[config.mk]
export PLATFORM = sky130hd
export DESIGN_NAME = status_branch_unit
export DESIGN_NICKNAME = d
export VERILOG_FILES = /design/src/rtl/status_branch_unit.sv
export SDC_FILE = /design/constraint.sdc
export NUM_CORES = 1
export LEC_CHECK = 0
export ABC_AREA = 1
export BUFFER_PORTS_ARGS = -buffer_cell sky130_fd_sc_hd__buf_2
export CAP_MARGIN = 20
export CORE_MARGIN = 5
export CORE_UTILIZATION = 34
export DETAILED_ROUTE_END_ITERATION = 8
export PLACE_DENSITY = 0.87
export SETUP_SLACK_MARGIN = 0.15
export SYNTH_ARGS = -nofsm -noshare
export SYNTH_HDL_FRONTEND = slang
export SYNTH_SLANG_ARGS = --single-unit
[constraint.sdc]
create_clock -name clk -period 1.6 [get_ports clk]
set_clock_uncertainty 0.2 [all_clocks]
set_input_delay 0.48 -clock clk [delete_from_list [all_inputs] [get_ports clk]]
set_output_delay 0.48 -clock clk [all_outputs]
set_load 0.01 [all_outputs]
[src/rtl/status_branch_unit.sv]
// Processor status register P and conditional-branch sequencer.
// P merges registered ALU flags under per-bit control, takes explicit
// set/clear ops, PLP/RTI loads and interrupt entry. The branch FSM
// evaluates the condition against the current P, then steps the
// taken / page-cross cycles for the control unit.
module status_branch_unit #(
  parameter logic [7:0] RESET_P = 8'h24
) (
  input  logic       clk,
  input  logic       rst,
  input  logic [7:0] alu_status,
  input  logic       alu_bpage,
  input  logic [7:0] flag_we,
  input  logic [7:0] set_flags,
  input  logic [7:0] clr_flags,
  input  logic       plp_load,
  input  logic [7:0] db_in,
  input  logic       irq_entry,
  input  logic       push_brk,
  output logic [7:0] p_out,
  output logic [7:0] p_push,
  input  logic       branch_start,
  input  logic [2:0] branch_op,
  input  logic       br_neg,
  output logic       br_busy,
  output logic       br_done,
  output logic       br_taken,
  output logic       br_fix,
  output logic       br_fix_dec
);

  // Only N, V, Z and C can be loaded from the ALU flag byte.
  localparam logic [7:0] ALU_FLAG_MASK = 8'hC3;

  typedef enum logic [2:0] {
    IDLE  = 3'd0,
    WAIT  = 3'd1,
    CHECK = 3'd2,
    FIX   = 3'd3,
    DONE  = 3'd4
  } br_state_t;

  // Bit 5 always reads 1 and bit 4 always reads 0; they are never stored.
  function automatic logic [7:0] force_fixed_bits(input logic [7:0] v);
    logic [7:0] r;
    r    = v;
    r[5] = 1'b1;
    r[4] = 1'b0;
    return r;
  endfunction

  logic [7:0] p_q;
  logic [7:0] p_nxt;
  logic [7:0] we_eff;
  br_state_t  state_q;
  br_state_t  state_nxt;
  logic       taken_q;
  logic       neg_q;
  logic       cond;
  logic       sel_bit;

  assign we_eff = flag_we & ALU_FLAG_MASK;

  // Next value of P: PLP load wins, otherwise set > clear > ALU load > hold.
  always_comb begin
    p_nxt = p_q;
    if (plp_load) begin
      p_nxt = db_in;
    end else begin
      for (int i = 0; i < 8; i++) begin
        if (set_flags[i])      p_nxt[i] = 1'b1;
        else if (clr_flags[i]) p_nxt[i] = 1'b0;
        else if (we_eff[i])    p_nxt[i] = alu_status[i];
      end
      // Interrupt entry masks further IRQs regardless of a concurrent CLI.
      if (irq_entry) p_nxt[2] = 1'b1;
    end
    p_nxt = force_fixed_bits(p_nxt);
  end

  // P register.
  always_ff @(posedge clk) begin
    if (rst) p_q <= force_fixed_bits(RESET_P);
    else     p_q <= p_nxt;
  end

  assign p_out  = p_q;
  assign p_push = {p_q[7], p_q[6], 1'b1, push_brk, p_q[3], p_q[2], p_q[1], p_q[0]};

  // Branch condition from the selected flag, using P before this edge's update.
  always_comb begin
    case (branch_op[2:1])
      2'b00:   sel_bit = p_q[7];
      2'b01:   sel_bit = p_q[6];
      2'b10:   sel_bit = p_q[0];
      default: sel_bit = p_q[1];
    endcase
    cond = (sel_bit == branch_op[0]);
  end

  // Branch FSM state register plus the latched taken flag and offset sign.
  always_ff @(posedge clk) begin
    if (rst) begin
      state_q <= IDLE;
      taken_q <= 1'b0;
      neg_q   <= 1'b0;
    end else begin
      state_q <= state_nxt;
      if (state_q == IDLE && branch_start) begin
        taken_q <= cond;
        neg_q   <= br_neg;
      end
    end
  end

  // Branch FSM next state and Moore outputs.
  always_comb begin
    state_nxt  = state_q;
    br_busy    = 1'b0;
    br_done    = 1'b0;
    br_taken   = 1'b0;
    br_fix     = 1'b0;
    br_fix_dec = 1'b0;
    case (state_q)
      IDLE: begin
        if (branch_start) state_nxt = cond ? WAIT : DONE;
      end
      WAIT: begin
        br_busy   = 1'b1;
        state_nxt = CHECK;
      end
      CHECK: begin
        br_busy   = 1'b1;
        state_nxt = alu_bpage ? FIX : DONE;
      end
      FIX: begin
        br_busy    = 1'b1;
        br_fix     = 1'b1;
        br_fix_dec = neg_q;
        state_nxt  = DONE;
      end
      DONE: begin
        br_done   = 1'b1;
        br_taken  = taken_q;
        state_nxt = IDLE;
      end
      default: state_nxt = IDLE;
    endcase
  end

endmodule

After elaboration in Yosys (flattened, before gate mapping)
Cells that the tools add are included.
W data, S select, Z words.

operators by class
  equality and inequality tests = 8
  muxes and demuxes = 32
  reduce and logical (&&, ||, !) cells = 10

operators by type and width
  cell                  number
  $mux W1               26
  $reduce_bool A4 Y1    5
  $pmux W3 S4           1
  $mux W3               3
  $mux W8               1
  $eq A3 B2 Y1 const B  2
  $eq A3 B1 Y1 const B  1
  $eq A3 B3 Y1 const B  1
  $logic_not A3 Y1      1
  $pmux W1 S3           1
  $reduce_bool A3 Y1    1
  $reduce_or A3 Y1      1
  $eq A2 B1 Y1 const B  1
  $eq A2 B2 Y1 const B  1
  $logic_not A2 Y1      1
  $ne A2 B2 Y1 const B  1
  $eq A1 B1 Y1          1
  $logic_and A1 B1 Y1   1

word-level totals
  register bits after elaboration = 13
  bits of input ports = 51
  output and inout port bits = 21
  logic and storage cells = 60

Longest topological paths before layout
Gate-level depths: netlist of the first run.

  word-level depth = 6
  mapped depth = 8
  mapped depth without buffers = 8

Worst setup path after synthesis of the first run
OpenSTA, ideal clock, no wires.

  path type = flip-flop to output port
  start point = register state_q[2]
  end point = output port br_taken
  arrival time = 875 ps
  required time = 920 ps
  path slack = 45 ps
  stages on the path, launching flop included = 3
  buffers on the path = 0
  path through = dfxtp_1 > inv_1 > nor3_1

between the ends
  cells in the longest elaborated chain, start to end = 2

ends and longest elaborated chain
  what                      line  text
  start: declaration        55    br_state_t state_q;
  start signal: assignment  108   state_q <= state_nxt;
  $eq A3 B3 Y1              124   case (state_q)
  $mux W1                   124
  end: declaration          27    output logic br_taken,

No other way between the ends.

Worst setup path in the final report of the first run
  start point = register state_q[1]
  end point = output port br_taken

Same word-level chain as after synthesis.

==> impl_metrics.csv, run 1 <==
group,metric,value,unit
die,die-width,55.6,um
die,ioPinCount,72,
die,core_area,1980,um2
run_status,status,"finished, violations left",
die,die_h,55.6,um
synth,ys_types,19,
global_routing,track_usage,11.9,%
clock_tree,cts.sinks,11,
route,routed_via_density,4.40,
finish,fin_util,55.1,%
clock_tree,h-tree-depth,1,
synth,async_reset_ff_share,0,%
finish,multi_input_area,360,um2
clock_tree,clk_path_buf_depth,2,
global_routing,gr-total-overflow,0,
route,antenna_left,0,
placed_design,gp_congestion,0.801,
clock_tree,cts_tree,"yes",
finish,syn2layout_area_growth,54.2,%
clock_tree,cts-buffers-inserted,3,
worst_setup_path,worst-setup-path-type,"flop to output pin",
worst_setup_path,cp-end-kind,"output pin",
timing,post-route-period-util,109,%
finish,fin_nets,214,
timing,max_freq,573,MHz
route,wl_per_cell,10.8,um
finish,antenna_cells,0,
route,route.vias.total,832,
synth,synth_area,708,um2
power_and_ir_drop,peakVddDrop,473,uV
timing,hold_ws,0.213,ns
timing,rsz0062_at_grt,"yes",
worst_setup_path,crit_path_start_kind,"flop",
placed_design,dpl_cell_area,947,um2
power_and_ir_drop,powerDensity,750,nW/um2
die,dieArea,3100,um2
clock_tree,clk_pin_slew,0.07,ns
power_and_ir_drop,cellLeakagePower,0.607,nW
worst_setup_path,critPathArrivalTime,1.06,ns
job,max_cap_violations,0,
run_status,violations,"negative setup slack",
route,drt_iter0_markers,9,
clock_tree,root_buffer,"clkbuf_4",
global_routing,grt_pass1_wl,3020,um
hold_path,hp-class,"input port to flop",
finish,fillers,190,
global_routing,grt_pass1_vias,746,
synth,yosysWarningCount,0,
clock_tree,insertion_delay,0.27,ns
synth,yosys_register_bits,11,
worst_setup_path,cp_max_fo,4,
placed_design,numPortBuffers,52,
route,drc,0,
timing,fin_crit,1.74,ns
die,rows,16,
synth,ys.flop_type,"dfxtp_1",
placed_design,dp_hpwl,1570,um
finish,layout-drive-gt1-share,50.6,%
global_routing,grt_start_max_net_pins,8,
timing,finalSetupViolCount,5,
clock_tree,hold_buffers,0,
timing,slew_violations,0,
route,routed_wl,2040,um
timing,tns,-0.561,ns
finish,regArea,244,um2
synth,syn_inst,108,
synth,synth_seq_area_share,31.1,%
finish,final_cell_area,1090,um2
timing,hold_viol,0,
die,start_util,35.7,%
synth,syn_area_per_cell,6.56,um2
route,first_pass_iters,4,
synth,synth-edff-count,0,
global_routing,antenna_found_initial,0,
timing,fin_ws,-0.145,ns
worst_setup_path,required,0.92,ns
==> synthesized netlist by cell type, types with 2 or more instances <==
| cell | number | area (um2) |
|---|---|---|
| inv_1 | 18 | 67.6 |
| nand2_1 | 12 | 45.0 |
| dfxtp_1 | 11 | 220 |
| conb_1 | 2 | 7.51 |
| nand3_1 | 8 | 40.0 |
| buf_4 | 10 | 75.1 |
| a21oi_1 | 9 | 45.0 |
| o21ai_0 | 10 | 50.1 |
| nor2_1 | 18 | 67.6 |
==> routing by layer <==
metal	share of wire, %	wire length [um]	GRT usage, %	vias up
li1	-	-	-	437
met1	38	770	12.3	355
met2	51	1030	21.3	35
met3	9.4	192	3.25	5
met4	2.2	44	7.29	0
met5	0	0	0	-
==> through the flow <==
| stage | total power [mW] | std cells | setup slack (ns) |
|---|---|---|---|
| 2_1_floorplan | 0.493 | 109 | 0.157 |
| 3_3_place_gp | 0.568 | 179 | 0.0811 |
| 3_5_place_dp | 0.573 | 179 | 0.0297 |
| 4_1_cts | 0.802 | 188 | -0.159 |
| 5_1_grt | 0.864 | 189 | -0.183 |
| 6_report | 0.819 | 189 | -0.145 |
==> state kept, by name, indices dropped and copies added (netlist names) <==
name / count
neg_q: 1
taken_q: 1
state_q: 3
p_out: 6
==> worst max-delay path, cell delays in order (launching register included) <==
cell	delay, ns
dfxtp_4	0.36
nor2_4	0.14
inv_4	0.05
nor3_2	0.10
buf_2	0.15
==> final cells by class <==
cell class / count / share of cell area (%)
Multi-Input combinational cell: 69 / 33.0
Timing Repair Buffer: 59 / 32.4
Sequential cell: 11 / 22.3
Inverter: 19 / 6.76
Tap cell: 27 / 3.09
Clock buffer: 4 / 2.41
==> final timing paths <==
| kind | from | end | slack, ns | depth (start not counted) |
|---|---|---|---|---|
| hold reg to reg | neg_q | neg_q | 0.27 | 2 |
| setup reg to reg | state_q[1] | neg_q | 0.24 | 7 |
| setup / recovery | state_q[1] | br_taken | -0.14 | 4 |
| hold / removal | set_flags[2] | p_out[2] | 0.21 | 3 |
==> repair_timing <==
action / CTS / global route
buffers inserted: 5 / 1
pin swaps: 1 / 1
endpoints found under the setup margin: 13 / 16
gates resized for setup: 14 / 11
endpoints found under the hold margin: 0 / 0
==> report_power, final <==
part / total (mW) / internal, mW / switching [mW] / leakage [nW]
registers: 0.329 / 0.302 / 0.0260 / 0.0949
clock network: 0.194 / 0.0966 / 0.0971 / 0.0150
logic: 0.297 / 0.149 / 0.147 / 0.497
==> placed cells by master, fill, tap and decap left out, types with 2 or more instances in the layout <==
cell type / count
buf_2: 46
clkbuf_4: 3
nor2_1: 16
dfxtp_1: 2
o21ai_0: 10
buf_4: 6
nand2_1: 11
inv_1: 16
a21oi_1: 9
buf_6: 7
inv_2: 2
nand3_1: 8
dfxtp_4: 5
dfxtp_2: 4
nor2_4: 2
conb_1: 3
==> logic make-up (layout without fill, tap and decap cells) <==
logic type | after synthesis | count (layout) | share of synthesized area [%]
buffers and inverters | 29 | 82 | 21.0
AO/OA/AOI/OAI | 24 | 24 | 18.6
other | 2 | 3 | 1.06
flip-flops | 11 | 11 | 31.1
AND/OR/NAND/NOR | 42 | 42 | 28.3
No activity file was read; power rests on OpenSTA's default activity.
==> run 2, diff against run 1 <==
--- a/config.mk
+++ b/config.mk
@@ -10,9 +10,10 @@
 export CAP_MARGIN = 20
 export CORE_MARGIN = 5
 export CORE_UTILIZATION = 34
+export CTS_BUF_LIST = sky130_fd_sc_hd__clkbuf_8 sky130_fd_sc_hd__clkbuf_16
 export DETAILED_ROUTE_END_ITERATION = 8
 export PLACE_DENSITY = 0.87
-export SETUP_SLACK_MARGIN = 0.15
+export SKIP_LAST_GASP = 1
 export SYNTH_ARGS = -nofsm -noshare
 export SYNTH_HDL_FRONTEND = slang
 export SYNTH_SLANG_ARGS = --single-unit
==> run 2 against run 1 <==
Compared with the run above:
- via count shrank 1.6%
- cell area shrank 2.6%
- critical path type unchanged
- the run still ends with negative setup slack left
- critical path depth grew 1
- sequential power is essentially flat
- die area is the same
==> impl_metrics.csv, run 2 (synthesized netlist as in run 1, its figures left out) <==
group,metric,value,unit
global_routing,track_usage,12.8,%
worst_setup_path,cp-end-kind,"output pin",
global_routing,antenna_found_initial,0,
finish,fin_util,53.7,%
clock_tree,h-tree-depth,1,
timing,post-route-period-util,106,%
hold_path,hp-class,"input port to flop",
route,first_pass_iters,4,
run_status,violations,"negative setup slack",
worst_setup_path,critPathArrivalTime,1.02,ns
worst_setup_path,worst-setup-path-type,"flop to output pin",
die,core_area,1980,um2
power_and_ir_drop,power,885,uW
worst_setup_path,crit_path_start_kind,"flop",
hold_path,min_to,"p_out[3]",
global_routing,gr-total-overflow,0,
power_and_ir_drop,cellLeakagePower,0.605,nW
die,start_util,35.7,%
job,max_cap_violations,0,
clock_tree,insertion_delay,0.23,ns
finish,largest_reg_flops,6,
placed_design,pre_cts_ws,0.0732,ns
timing,fin_ws,-0.0982,ns
global_routing,grt_pass1_wl,3270,um
timing,hold_ws,0.250,ns
placed_design,dp_hpwl,1530,um
finish,fin_nets,214,
clock_tree,cts-buffers-inserted,3,
finish,antenna_cells,0,
power_and_ir_drop,powerDensity,832,nW/um2
die,ioPinCount,72,
clock_tree,hold_buffers,0,
clock_tree,root_buffer,"clkbuf_8",
timing,fin_crit,1.70,ns
timing,max_freq,589,MHz
worst_setup_path,required,0.92,ns
power_and_ir_drop,peakVddDrop,503,uV
die,rows,16,
route,route.vias.total,819,
finish,most-common-layout-cells,"buf_2, nor2_1, inv_1",
hold_path,hp-start,"set_flags[3]",
clock_tree,clk_pin_slew,0.05,ns
timing,hold_viol,0,
timing,slew_violations,0,
hold_path,holdPathStages,3,
die,die_h,55.6,um
route,routed_via_density,4.33,
timing,rsz0062_at_grt,"yes",
clock_tree,cts_tree,"yes",
worst_setup_path,rrSetupSlack,0.14,ns
worst_setup_path,cp_max_fo,2,
timing,tns,-0.355,ns
global_routing,grt_pass1_vias,780,
timing,finalSetupViolCount,5,
finish,syn2layout_area_growth,50.2,%
worst_setup_path,reg2reg_from,"state_q[1]",
worst_setup_path,r2r.worst_path.cells,8,
finish,final_common_cell,"buf_2",
route,drt_iter0_markers,8,
finish,layout-drive-gt1-share,47.5,%
placed_design,numPortBuffers,52,
worst_setup_path,r2r-end,"neg_q",
run_status,status,"finished, violations left",
route,wl_per_cell,10.1,um
route,routed_wl,1910,um
route,drc,0,
die,die-width,55.6,um
route,antenna_left,0,
die,dieArea,3100,um2
global_routing,grt_start_max_net_pins,8,
clock_tree,clk_path_buf_depth,2,
clock_tree,cts.sinks,11,
placed_design,gp_congestion,0.747,
## run 2: where the power goes
part | internal (mW) | total [mW] | switching [mW]
Clock | 0.171 | 0.278 | 0.107
Combinational | 0.137 | 0.281 | 0.144
Sequential | 0.303 | 0.326 | 0.0234
## run 2: per-layer routing
| layer | vias to the layer above | track usage (%) | share of wire, % |
|---|---|---|---|
| met5 | - | 0 | 0 |
| met4 | 0 | 5.21 | 1.0 |
| met3 | 2 | 2.55 | 8.2 |
| met2 | 30 | 22.8 | 50 |
| met1 | 348 | 14.7 | 41 |
| li1 | 439 | - | - |
## run 2: cell type report
type / count / area [um2]
multi-input cells: 69 / 358
clock inverters: 1 / 5.00
well taps: 27 / 33.8
repair buffers: 59 / 323
clock buffers: 3 / 41.3
inverters: 19 / 73.8
fillers: 198 / 918
flip-flops and latches: 11 / 229
## run 2: how the worst max path moves through the flow
stage	from	to	slack, ns
3_3_place_gp	state_q[1]	br_fix_dec	0.08
4_1_cts	state_q[1]	br_fix_dec	-0.11
6_report	state_q[1]	br_fix_dec	-0.1
3_5_place_dp	state_q[1]	br_fix_dec	0.07
5_1_grt	state_q[1]	br_fix_dec	-0.16
2_1_floorplan	state_q[2]	br_taken	0.04
## run 2: critical path: stages (launching register included)
cell and delay [ns]:
dfxtp_2 0.36, inv_2 0.06, nor2_4 0.10, nand2_2 0.07, nor2_1 0.07, buf_2 0.13
## run 2: stage by stage
step	area (um2)	instances
floorplan	712	109
global placement	946	180
detailed placement	946	180
CTS	1030	187
global route	1060	189
finish	1060	189
## run 2: what timing repair did
action                     CTS  global route
resized for setup            7             7
cloned                       0             0
pin swaps                    1             1
setup endpoints to repair    5             5
buffers inserted             3             2
==> run 3, diff against run 2 <==
==> constraint.sdc (replaced) <==
create_clock -name clk -period 1.7 [get_ports clk]
set_clock_uncertainty 0.2 [all_clocks]
set_input_delay 0.51 -clock clk [delete_from_list [all_inputs] [get_ports clk]]
set_output_delay 0.51 -clock clk [all_outputs]
set_load 0.01 [all_outputs]
==> run 3 against run 2 <==
Compared with the run above:
- routed wire length up 6.9%
- critical path type unchanged
- sequential power down 6.1%
- register-to-register slack worse by 0.10 ns
- worst setup slack better by 0.063 ns
- power down 3.6%
- clock-buffer cell count unchanged
- via count up 2.3%
- critical endpoint unchanged
- hold slack better by 0.023 ns
- highest routed layer unchanged
- the run still ends with negative setup slack left
- utilization up 1.8 points
- first-iteration DRC count up 75%
- cell count up 3.2%
- largest cell class unchanged
- sequential share of layout area down 0.91 points
==> impl_metrics.csv, run 3 (synthesized netlist as in run 1, its figures left out) <==
group,metric,value,unit
clock_tree,hold_buffers,0,
finish,most-common-layout-cells,"buf_2, inv_1, nor2_1",
worst_setup_path,critPathArrivalTime,1.02,ns
power_and_ir_drop,cellLeakagePower,0.636,nW
finish,largest_reg_flops,6,
power_and_ir_drop,peakVddDrop,464,uV
die,rows,16,
clock_tree,cts_tree,"yes",
route,wl_per_cell,10.5,um
finish,fin_nets,220,
power_and_ir_drop,seq_power_share,35.9,%
worst_setup_path,worst-setup-path-type,"flop to output pin",
power_and_ir_drop,power,853,uW
global_routing,track_usage,12.2,%
die,die-width,55.6,um
timing,hold_viol,0,
clock_tree,insertion_delay,0.23,ns
finish,syn2layout_area_growth,55.1,%
route,first_pass_iters,2,
hold_path,hp-class,"flop to flop",
power_and_ir_drop,switchingPower,266,uW
clock_tree,cts.sinks,11,
die,core_area,1980,um2
placed_design,numPortBuffers,52,
die,start_util,35.7,%
finish,layout-drive-gt1-share,49.4,%
finish,antenna_cells,0,
route,drc,0,
clock_tree,clk_path_buf_depth,2,
finish,fin_util,55.4,%
clock_tree,root_buffer,"clkbuf_8",
die,ioPinCount,72,
timing,rsz0062_at_grt,"yes",
route,antenna_left,0,
clock_tree,h-tree-depth,1,
timing,post-route-period-util,102,%
global_routing,antenna_found_initial,0,
timing,max_freq,576,MHz
power_and_ir_drop,powerDensity,777,nW/um2
job,max_cap_violations,0,
worst_setup_path,cp_max_fo,2,
placed_design,dp_hpwl,1520,um
timing,hold_ws,0.273,ns
global_routing,gr-total-overflow,0,
worst_setup_path,crit_path_start_kind,"flop",
die,die_h,55.6,um
route,route.vias.total,838,
power_and_ir_drop,p_clk_share,30.9,%
finish,final_cell_area,1100,um2
timing,fin_ws,-0.0350,ns
route,drt_iter0_markers,14,
clock_tree,cts-buffers-inserted,3,
global_routing,grt_pass1_vias,762,
die,dieArea,3100,um2
route,routed_wl,2040,um
run_status,violations,"negative setup slack",
clock_tree,clk_pin_slew,0.05,ns
power_and_ir_drop,intPower,587,uW
placed_design,dpl_cell_area,938,um2
timing,fin_crit,1.73,ns
power_and_ir_drop,power_frac_comb,33.2,%
placed_design,gp_congestion,0.735,
timing,slew_violations,0,
finish,final_common_cell,"buf_2",
worst_setup_path,required,0.99,ns
worst_setup_path,cp-end-kind,"output pin",
route,routed_via_density,4.30,
timing,finalSetupViolCount,4,
global_routing,grt_start_max_net_pins,8,
run_status,status,"finished, violations left",
power_and_ir_drop,p_sw_share,31.2,%
global_routing,grt_pass1_wl,3090,um
[run 3: changes by cell type in the layout (fill, tap and decap cells not counted)]
cell,change
inv_2,-1
buf_6,-2
nor2_1,-1
dfxtp_2,+1
buf_4,+7
buf_2,+1
dfxtp_4,-1
nor2_2,+1
inv_1,+1
[run 3: cell type report]
type | count | area, um2
fillers | 196 | 883
multi-input cells | 69 | 360
repair buffers | 65 | 358
flip-flops and latches | 11 | 226
inverters | 19 | 73.8
clock buffers | 3 | 41.3
well taps | 27 | 33.8
clock inverters | 1 | 5.00
[run 3: final timing paths]
check | from | to | slack, ns | depth (start not counted)
setup / recovery | state_q[1] | br_fix_dec | -0.03 | 5
hold reg to reg | neg_q | neg_q | 0.27 | 2
hold / removal | neg_q | neg_q | 0.27 | 2
setup reg to reg | state_q[1] | state_q[1] | 0.04 | 10
[run 3: power by group through the flow]
stage | clock network [mW] | registers (mW) | logic [mW]
finish | 0.264 | 0.306 | 0.284
global route | 0.282 | 0.309 | 0.312
CTS | 0.268 | 0.304 | 0.261
detailed placement | 0 | 0.309 | 0.227
global placement | 0 | 0.308 | 0.224
floorplan | 0 | 0.314 | 0.147
[run 3: what timing repair did]
action                                 CTS  global route
buffers inserted                         8             4
setup endpoints to repair                4             5
gates resized for setup                  7             4
endpoints found under the hold margin    0             0
pin swaps                                2             2
[run 3: layer usage]
layer  vias to the layer above  routed length, um  GRT usage, %
met5                         -                  0             0
met4                         0                 27          5.21
met3                         2                158          1.86
met2                        30               1050          23.5
met1                       359                809          13.0
li1                        447                  -             -
[run 3: stage by stage]
stage          std cells  worst slack (ns)  setup TNS (ns)
4_1_cts              191           -0.0507         -0.0739
3_3_place_gp         179             0.114               0
3_5_place_dp         179             0.103               0
2_1_floorplan        109             0.115               0
6_report             195           -0.0350         -0.0708
5_1_grt              195            -0.103          -0.267
[run 3: critical path, cell delays in order (launching register included)]
cell and delay, ns:
dfxtp_2 0.36, inv_2 0.06, nor2_4 0.10, nand2_2 0.08, nor2_2 0.07, buf_2 0.12
